===== src/rtl/rank_filter_pkg.sv =====
// Shared constants for the 3x3 rank filter: rank-select mode encoding and pipeline depth.
// Latency: n/a (package only).
// Backpressure: n/a (package only).
package rank_filter_pkg;

  // Rank selected for a window. Code 3 is reserved and behaves as median.
  typedef enum logic [1:0] {
    MODE_MIN = 2'd0,
    MODE_MED = 2'd1,
    MODE_MAX = 2'd2,
    MODE_RSV = 2'd3
  } mode_e;

  // Register stages between column accept and out_data, accept edge included.
  localparam int PIPE_LAT = 3;

endpackage


===== src/rtl/window3x3_rank_filter_sort3_net.sv =====
// Purpose: combinational 3-input unsigned sorter producing lo <= md <= hi.
// Latency: 0 cycles (pure combinational).
// Backpressure: none; the caller's registers decide when results are captured.
// Ports: a/b/c inputs, lo/md/hi sorted outputs, all DATA_W bits.
module sort3_net #(
  parameter int DATA_W = 8
) (
  input  logic [DATA_W-1:0] a,
  input  logic [DATA_W-1:0] b,
  input  logic [DATA_W-1:0] c,
  output logic [DATA_W-1:0] lo,
  output logic [DATA_W-1:0] md,
  output logic [DATA_W-1:0] hi
);

  logic [DATA_W-1:0] l1;
  logic [DATA_W-1:0] h1;
  logic [DATA_W-1:0] t;

  // Order a/b first; c then meets the smaller of the pair to find the global
  // minimum, and the loser of that contest is ranked against the larger one.
  always_comb begin
    l1 = (a < b) ? a : b;
    h1 = (a < b) ? b : a;
    lo = (l1 < c) ? l1 : c;
    t  = (l1 < c) ? c : l1;
    md = (t < h1) ? t : h1;
    hi = (t < h1) ? h1 : t;
  end

endmodule


===== src/rtl/window3x3_rank_filter.sv =====
// Purpose: 3x3 rank filter (min/median/max) over the last three accepted window columns.
// Latency: 3 register stages; result visible 3 cycles after the completing column is presented.
// Backpressure: global stall; in_ready = !out_valid || out_ready, outputs held while stalled.
// Ports: clk/rst (sync, active low); in_valid/in_ready/in_sol/in_mode/col_top/col_mid/col_bot
//        input column handshake; out_valid/out_ready/out_data result handshake.
module window3x3_rank_filter
  import rank_filter_pkg::*;
#(
  parameter int DATA_W = 8
) (
  input  logic              clk,
  input  logic              rst,
  input  logic              in_valid,
  output logic              in_ready,
  input  logic              in_sol,
  input  logic [1:0]        in_mode,
  input  logic [DATA_W-1:0] col_top,
  input  logic [DATA_W-1:0] col_mid,
  input  logic [DATA_W-1:0] col_bot,
  output logic              out_valid,
  input  logic              out_ready,
  output logic [DATA_W-1:0] out_data
);

  function automatic logic [DATA_W-1:0] max2(input logic [DATA_W-1:0] a, input logic [DATA_W-1:0] b);
    return (a > b) ? a : b;
  endfunction

  function automatic logic [DATA_W-1:0] min2(input logic [DATA_W-1:0] a, input logic [DATA_W-1:0] b);
    return (a < b) ? a : b;
  endfunction

  logic en;
  logic accept;

  assign en       = !out_valid || out_ready;
  assign in_ready = en;
  assign accept   = in_valid && en;

  // ---------------- stage 1: column sort + window shift ----------------
  logic [DATA_W-1:0] c_lo, c_md, c_hi;
  logic [DATA_W-1:0] w_lo [3];
  logic [DATA_W-1:0] w_md [3];
  logic [DATA_W-1:0] w_hi [3];
  logic [1:0]        fill;
  logic [1:0]        fill_next;
  logic              v1;
  mode_e             mode1;

  sort3_net #(.DATA_W(DATA_W)) u_col_sort (
    .a(col_top), .b(col_mid), .c(col_bot),
    .lo(c_lo), .md(c_md), .hi(c_hi)
  );

  // fill counts valid columns in the current line; reset leaves it at 0 so the
  // first column afterwards starts a new line without needing in_sol.
  always_comb begin
    fill_next = fill;
    if (in_sol)           fill_next = 2'd1;
    else if (fill != 2'd3) fill_next = fill + 2'd1;
  end

  always_ff @(posedge clk) begin
    if (!rst) begin
      for (int i = 0; i < 3; i++) begin
        w_lo[i] <= '0;
        w_md[i] <= '0;
        w_hi[i] <= '0;
      end
      fill  <= 2'd0;
      v1    <= 1'b0;
      mode1 <= MODE_MIN;
    end else if (en) begin
      v1 <= accept && (fill_next == 2'd3);
      if (accept) begin
        fill    <= fill_next;
        mode1   <= mode_e'(in_mode);
        w_lo[0] <= c_lo;
        w_md[0] <= c_md;
        w_hi[0] <= c_hi;
        for (int i = 1; i < 3; i++) begin
          w_lo[i] <= w_lo[i-1];
          w_md[i] <= w_md[i-1];
          w_hi[i] <= w_hi[i-1];
        end
      end
    end
  end

  // ---------------- stage 2: cross-column reductions ----------------
  // With every column sorted, the 9-pixel median equals the median of
  // (largest low, median of mids, smallest high).
  logic [DATA_W-1:0] md_med;
  logic [DATA_W-1:0] unused_md_lo, unused_md_hi;
  logic [DATA_W-1:0] lo_max_q, md_med_q, hi_min_q, gmin_q, gmax_q;
  logic              v2;
  mode_e             mode2;

  sort3_net #(.DATA_W(DATA_W)) u_md_sort (
    .a(w_md[0]), .b(w_md[1]), .c(w_md[2]),
    .lo(unused_md_lo), .md(md_med), .hi(unused_md_hi)
  );

  always_ff @(posedge clk) begin
    if (!rst) begin
      lo_max_q <= '0;
      md_med_q <= '0;
      hi_min_q <= '0;
      gmin_q   <= '0;
      gmax_q   <= '0;
      v2       <= 1'b0;
      mode2    <= MODE_MIN;
    end else if (en) begin
      lo_max_q <= max2(max2(w_lo[0], w_lo[1]), w_lo[2]);
      md_med_q <= md_med;
      hi_min_q <= min2(min2(w_hi[0], w_hi[1]), w_hi[2]);
      gmin_q   <= min2(min2(w_lo[0], w_lo[1]), w_lo[2]);
      gmax_q   <= max2(max2(w_hi[0], w_hi[1]), w_hi[2]);
      v2       <= v1;
      mode2    <= mode1;
    end
  end

  // ---------------- stage 3: rank select ----------------
  logic [DATA_W-1:0] fin_med;
  logic [DATA_W-1:0] unused_fin_lo, unused_fin_hi;

  sort3_net #(.DATA_W(DATA_W)) u_fin_sort (
    .a(lo_max_q), .b(md_med_q), .c(hi_min_q),
    .lo(unused_fin_lo), .md(fin_med), .hi(unused_fin_hi)
  );

  always_ff @(posedge clk) begin
    if (!rst) begin
      out_valid <= 1'b0;
      out_data  <= '0;
    end else if (en) begin
      out_valid <= v2;
      case (mode2)
        MODE_MIN: out_data <= gmin_q;
        MODE_MAX: out_data <= gmax_q;
        default:  out_data <= fin_med;
      endcase
    end
  end

endmodule


===== config.mk =====
export PLATFORM = sky130hd
export DESIGN_NAME = window3x3_rank_filter
export DESIGN_NICKNAME = d
export VERILOG_FILES = /design/src/rtl/rank_filter_pkg.sv /design/src/rtl/window3x3_rank_filter_sort3_net.sv /design/src/rtl/window3x3_rank_filter.sv
export SDC_FILE = /design/constraint.sdc
export NUM_CORES = 1
export LEC_CHECK = 0
export CORE_MARGIN = 2
export CORE_UTILIZATION = 52
export DETAILED_ROUTE_END_ITERATION = 16
export PLACE_DENSITY_LB_ADDON = 0.1
export SKIP_CTS_REPAIR_TIMING = 1
export SYNTH_ARGS = -nofsm -noshare
export SYNTH_HDL_FRONTEND = slang
export SYNTH_HIERARCHICAL = 1
export SYNTH_SLANG_ARGS = --single-unit

===== constraint.sdc =====
create_clock -name clk -period 7.9 [get_ports clk]
set_clock_uncertainty 0.2 [all_clocks]
set_input_delay 0.79 -clock clk [delete_from_list [all_inputs] [get_ports clk]]
set_output_delay 0.79 -clock clk [all_outputs]
set_load 0.02 [all_outputs]

## Word level (Yosys, flattened, before mapping)

Memory sizes are Yosys's and may differ from the RTL's.
Index checks and enable logic that the tools add are counted.

- Register bits after elaboration: 57
- RAM bits: 72
- Input bits: 31
- Logic and storage cells: 90
- Memories kept: 3

- $add $sub $neg: 1
- Order comparisons: 17
- Equality and inequality tests: 3
- Mux-type cells: 39
- Bitwise operators: 9
- Reduce and logical (&&, ||, !) cells: 6

Memory list:

| name | depth | bits a word | rd ports | clocked after Yosys merged registers in | write ports | line | RTL |
|---|---|---|---|---|---|---|---|
| w_hi | 3 | 8 | 3 | 0 | 3 | window3x3_rank_filter.sv:44 | `logic [DATA_W-1:0] w_hi [3];` |
| w_lo | 3 | 8 | 3 | 0 | 3 | window3x3_rank_filter.sv:42 | `logic [DATA_W-1:0] w_lo [3];` |
| w_md | 3 | 8 | 3 | 0 | 3 | window3x3_rank_filter.sv:43 | `logic [DATA_W-1:0] w_md [3];` |

Operators by type and width:

| operator | number |
|---|---|
| $mux W8 | 31 |
| $lt A8 B8 Y1 | 13 |
| $gt A8 B8 Y1 | 4 |
| $pmux W8 S2 | 1 |
| $or A1 B1 Y1 | 9 |
| $mux W1 | 5 |
| $eq A2 B2 Y1 const B | 2 |
| $mux W2 | 2 |
| $add A2 B1 Y2 const B | 1 |
| $logic_and A1 B1 Y1 | 2 |
| $logic_not A2 Y1 | 1 |
| $ne A2 B2 Y1 const B | 1 |
| $reduce_and A2 Y1 | 1 |
| $logic_not A1 Y1 | 1 |
| $logic_or A1 B1 Y1 | 1 |

## Depth between registers and ports, before layout

- Depth in word-level cells: 8
- Depth in mapped cells: 29
- Depth with buffers taken out: 26

## By module

The synthesis kept the hierarchy.

By module, submodules not included:

| module | times used | cells each | area each (µm²) |
|---|---|---|---|
| window3x3_rank_filter | 1 | 648 | 6680.2 |
| sort3_net (u_col_sort ...) | 2 | 149 | 1137.3 |
| sort3_net (u_fin_sort) | 1 | 149 | 1132.3 |

## Worst setup path after synthesis

No wires, ideal clock.

- Kind: in2reg
- Start point: input col_mid[7]
- End point: memory w_md[0][6] (data pin)
- Setup time: 255 ps
- Arrival time: 5644 ps
- Path slack: 1801 ps
- Cell stages on the path: 25
- Buffers on the path: 3
- Cells stage by stage: inv_1 > ha_1 > nand4_1 > o31ai_4 > clkbuf_1 > mux2_2 > ha_1 > a21oi_1 > o21ai_0 > a2111oi_4 > a21o_1 > a31oi_2 > buf_6 > mux2i_1 > inv_1 > ha_1 > a21oi_1 > nor2b_1 > o21ai_0 > nand2_1 > nor3_1 > a21boi_4 > buf_6 > mux2i_1 > and2_1

RTL lines:

| what | line | RTL |
|---|---|---|
| from (decl) | window3x3_rank_filter.sv:18 | `input logic [DATA_W-1:0] col_mid,` |
| to (decl) | window3x3_rank_filter.sv:43 |  |

==> results by group <==
Global routing
  • Overall overflow remaining after global route: 0
  • Via count of the first global-routing pass: roughly 7300
  • Global router's overall resource usage: a little under a quarter
  • Pin count of the biggest net entering global routing: 73
  • First-pass GRT wire length: 37600 um
  • Number of antenna violations at the first check in global routing: 0

STA
  • Setup-failing EPs final: 0
  • Setup Total Neg Slack: 0 ns
  • Final Hold Violating Endpoints: 0
  • Unrepaired setup endpoints after global routing: false
  • Shortest clock period the worst path allows after layout: 6.37 ns
  • Fin. max-slew vios: 0
  • Tightest slew margin relative to the limit: 19.9%
  • Period Utilization, post-route: 80.7%
  • Transition time at the pin with the least slew margin: around 1.2 ns
  • Max Freq: 157 MHz

Synthesis
  • Syn nets: about 1200
  • Number of standard cells after synthesis: 1045
  • Post-synth design cell area: just under 10000 um2
  • Post-synthesis area per instance: a little over 9 um2
  • Total number of yosys warnings: 6

Outcome
  • Run status: complete, no violations

Route
  • Met1 WL: between 10000 and 15000 um
  • DRT Wirelength: ~23000 um
  • Post-detailed-route count of antenna-violating nets: 0
  • Highest layer used for signal routing: met4
  • Ratio of routed vias to standard cells: 5.66
  • WL met3: about 770 um
  • Post-route DRC: 0
  • 1st-iter DRT viols: 390
  • Vias post-DR: 7441
  • Initial DRT Pass Iterations: 5
  • Met2 Wirelength: 10000 um
  • Routed len/inst: 17.2 um

Cells and area
  • Largest registers in the final layout: w_hi (24), w_lo (24), w_md (24)
  • Most frequent cells in the layout: 109 x ha_1, 103 x inv_1, 85 x a21oi_1, 76 x nand3_1, 72 x edfxtp_1
  • Share of final-layout standard cells stronger than drive strength 1: about an eighth
  • Diode count: 0
  • Most common cell after layout, fill and taps aside: ha_1
  • Layout Cell Area excl Fill: ~11000 um2
  • Area growth syn-to-layout: 11.1%
  • Final Net Count: between 1000 and 1500

Placed design
  • Half-perimeter wire length after detailed placement: between 15000 and 20000 um
  • Final RePlAce weighted congestion: roughly 0.86
  • Cell area after placement: 10300 um2
  • Port bufs: 40

Setup path
  • CP dominant cell by count: ha_1
  • Critical path required time: around 8 ns
  • Worst Setup Path Type: in -> reg
  • Slowest stage cell, crit path: o31ai_4
  • Critical path's largest stage delay: 0.52 ns
  • CP startpoint kind: primary input
  • Crit path arrival time: 6.35 ns
  • Largest fanout on the critical path: 15
  • Nature of the critical path endpoint: register

Floorplan
  • DIE HEIGHT: about 140 um
  • Std cell rows: 50
  • Full die area: between 15000 and 20000 um2
  • Count of pins on the block boundary: 41
  • Std-Cell Core Area: between 15000 and 20000 um2
  • Horizontal extent of the die: approximately 140 um
  • Effective utilization at floorplan: a little over half

Pwr
  • Combinational fraction of design power: between 50 and 60%
  • Static leakage: between 0.004 and 0.005 uW
  • Cell area power density: about 330 nW/um2
  • Power share of the clock group: about a fifth
  • Switching power of the nets: ~1500 uW
  • Switch share: between 40% and 50%
  • Proportion of power drawn by flip-flops and latches: between 20% and 30%
  • Peak supply drop: 0.000229 V
  • Total internal power: around 2100 uW

Clocking
  • Clock latency at the later pin of the worst-skew pair: approximately 0.42 ns
  • Clk pin slew, worst setup/hold paths: 0.06 ns
  • Total CTS buffers: 17
  • Count of H-tree levels built during CTS: 4
  • Clock tree from TritonCTS: built
  • Maximum number of buffers from clock root to sink: 2
  • Clock tree sinks: around 130
  • Clk root buf: clkbuf_16

Hold path
  • Min-delay worst type: reg -> reg

Job
  • Number of maximum-capacitance constraint violations: 0
==> metrics by stage <==
step,cells,utilization [%],hold WS (ns),setup WS (ns),power [uW]
floorplan,1045,-,0.231,1.80,2530
global placement,1283,55.5,0.239,1.25,2800
detailed placement,1283,55.5,0.248,1.11,2810
CTS,1315,58.4,0.256,1.54,3560
global route,1315,58.4,0.278,0.977,3810
finish,1315,58.4,0.255,1.53,3540
==> per-layer routing <==
metal | track usage, % | vias up
li1 | - | 3813
met4 | 6.58 | 0
met1 | 34.9 | 3493
met2 | 36.5 | 118
met3 | 3.84 | 17
met5 | 0 | -
==> worst max-delay path, delay by kind of cell <==
kind	cells	cell delay, ns
adders and majority gates	3	0.95
buffers and inverters	5	1.11
AOI/OAI and AO/OA	8	1.76
muxes	3	0.87
and+or+nand+nor	6	0.86
==> area by class of cell <==
| cell class | count | area, um2 |
|---|---|---|
| clock buffer | 18 | 430 |
| clock inverter | 14 | 104 |
| fill | 1657 | 7730 |
| inverter | 106 | 398 |
| multi-input combinational | 763 | 5840 |
| sequential | 129 | 3300 |
| tap | 234 | 293 |
| timing repair buffer | 51 | 483 |
==> worst paths after layout <==
check        slack, ns           to         from  depth (start not counted)
min               0.25           v1           v1                          2
min reg2reg       0.25           v1           v1                          2
max reg2reg       1.72  out_data[3]  md_med_q[5]                         27
max               1.53   w_hi[0][2]   col_mid[6]                         25
==> power by group through the flow <==
stage,Combinational (uW),Clock (uW),Sequential [uW]
final,1900,724,919
after global routing,2120,764,932
after CTS,1900,737,918
after detailed placement,1880,0,930
after global placement,1870,0,929
after floorplan,1640,0,891
No activity file was read; power rests on OpenSTA's default activity.
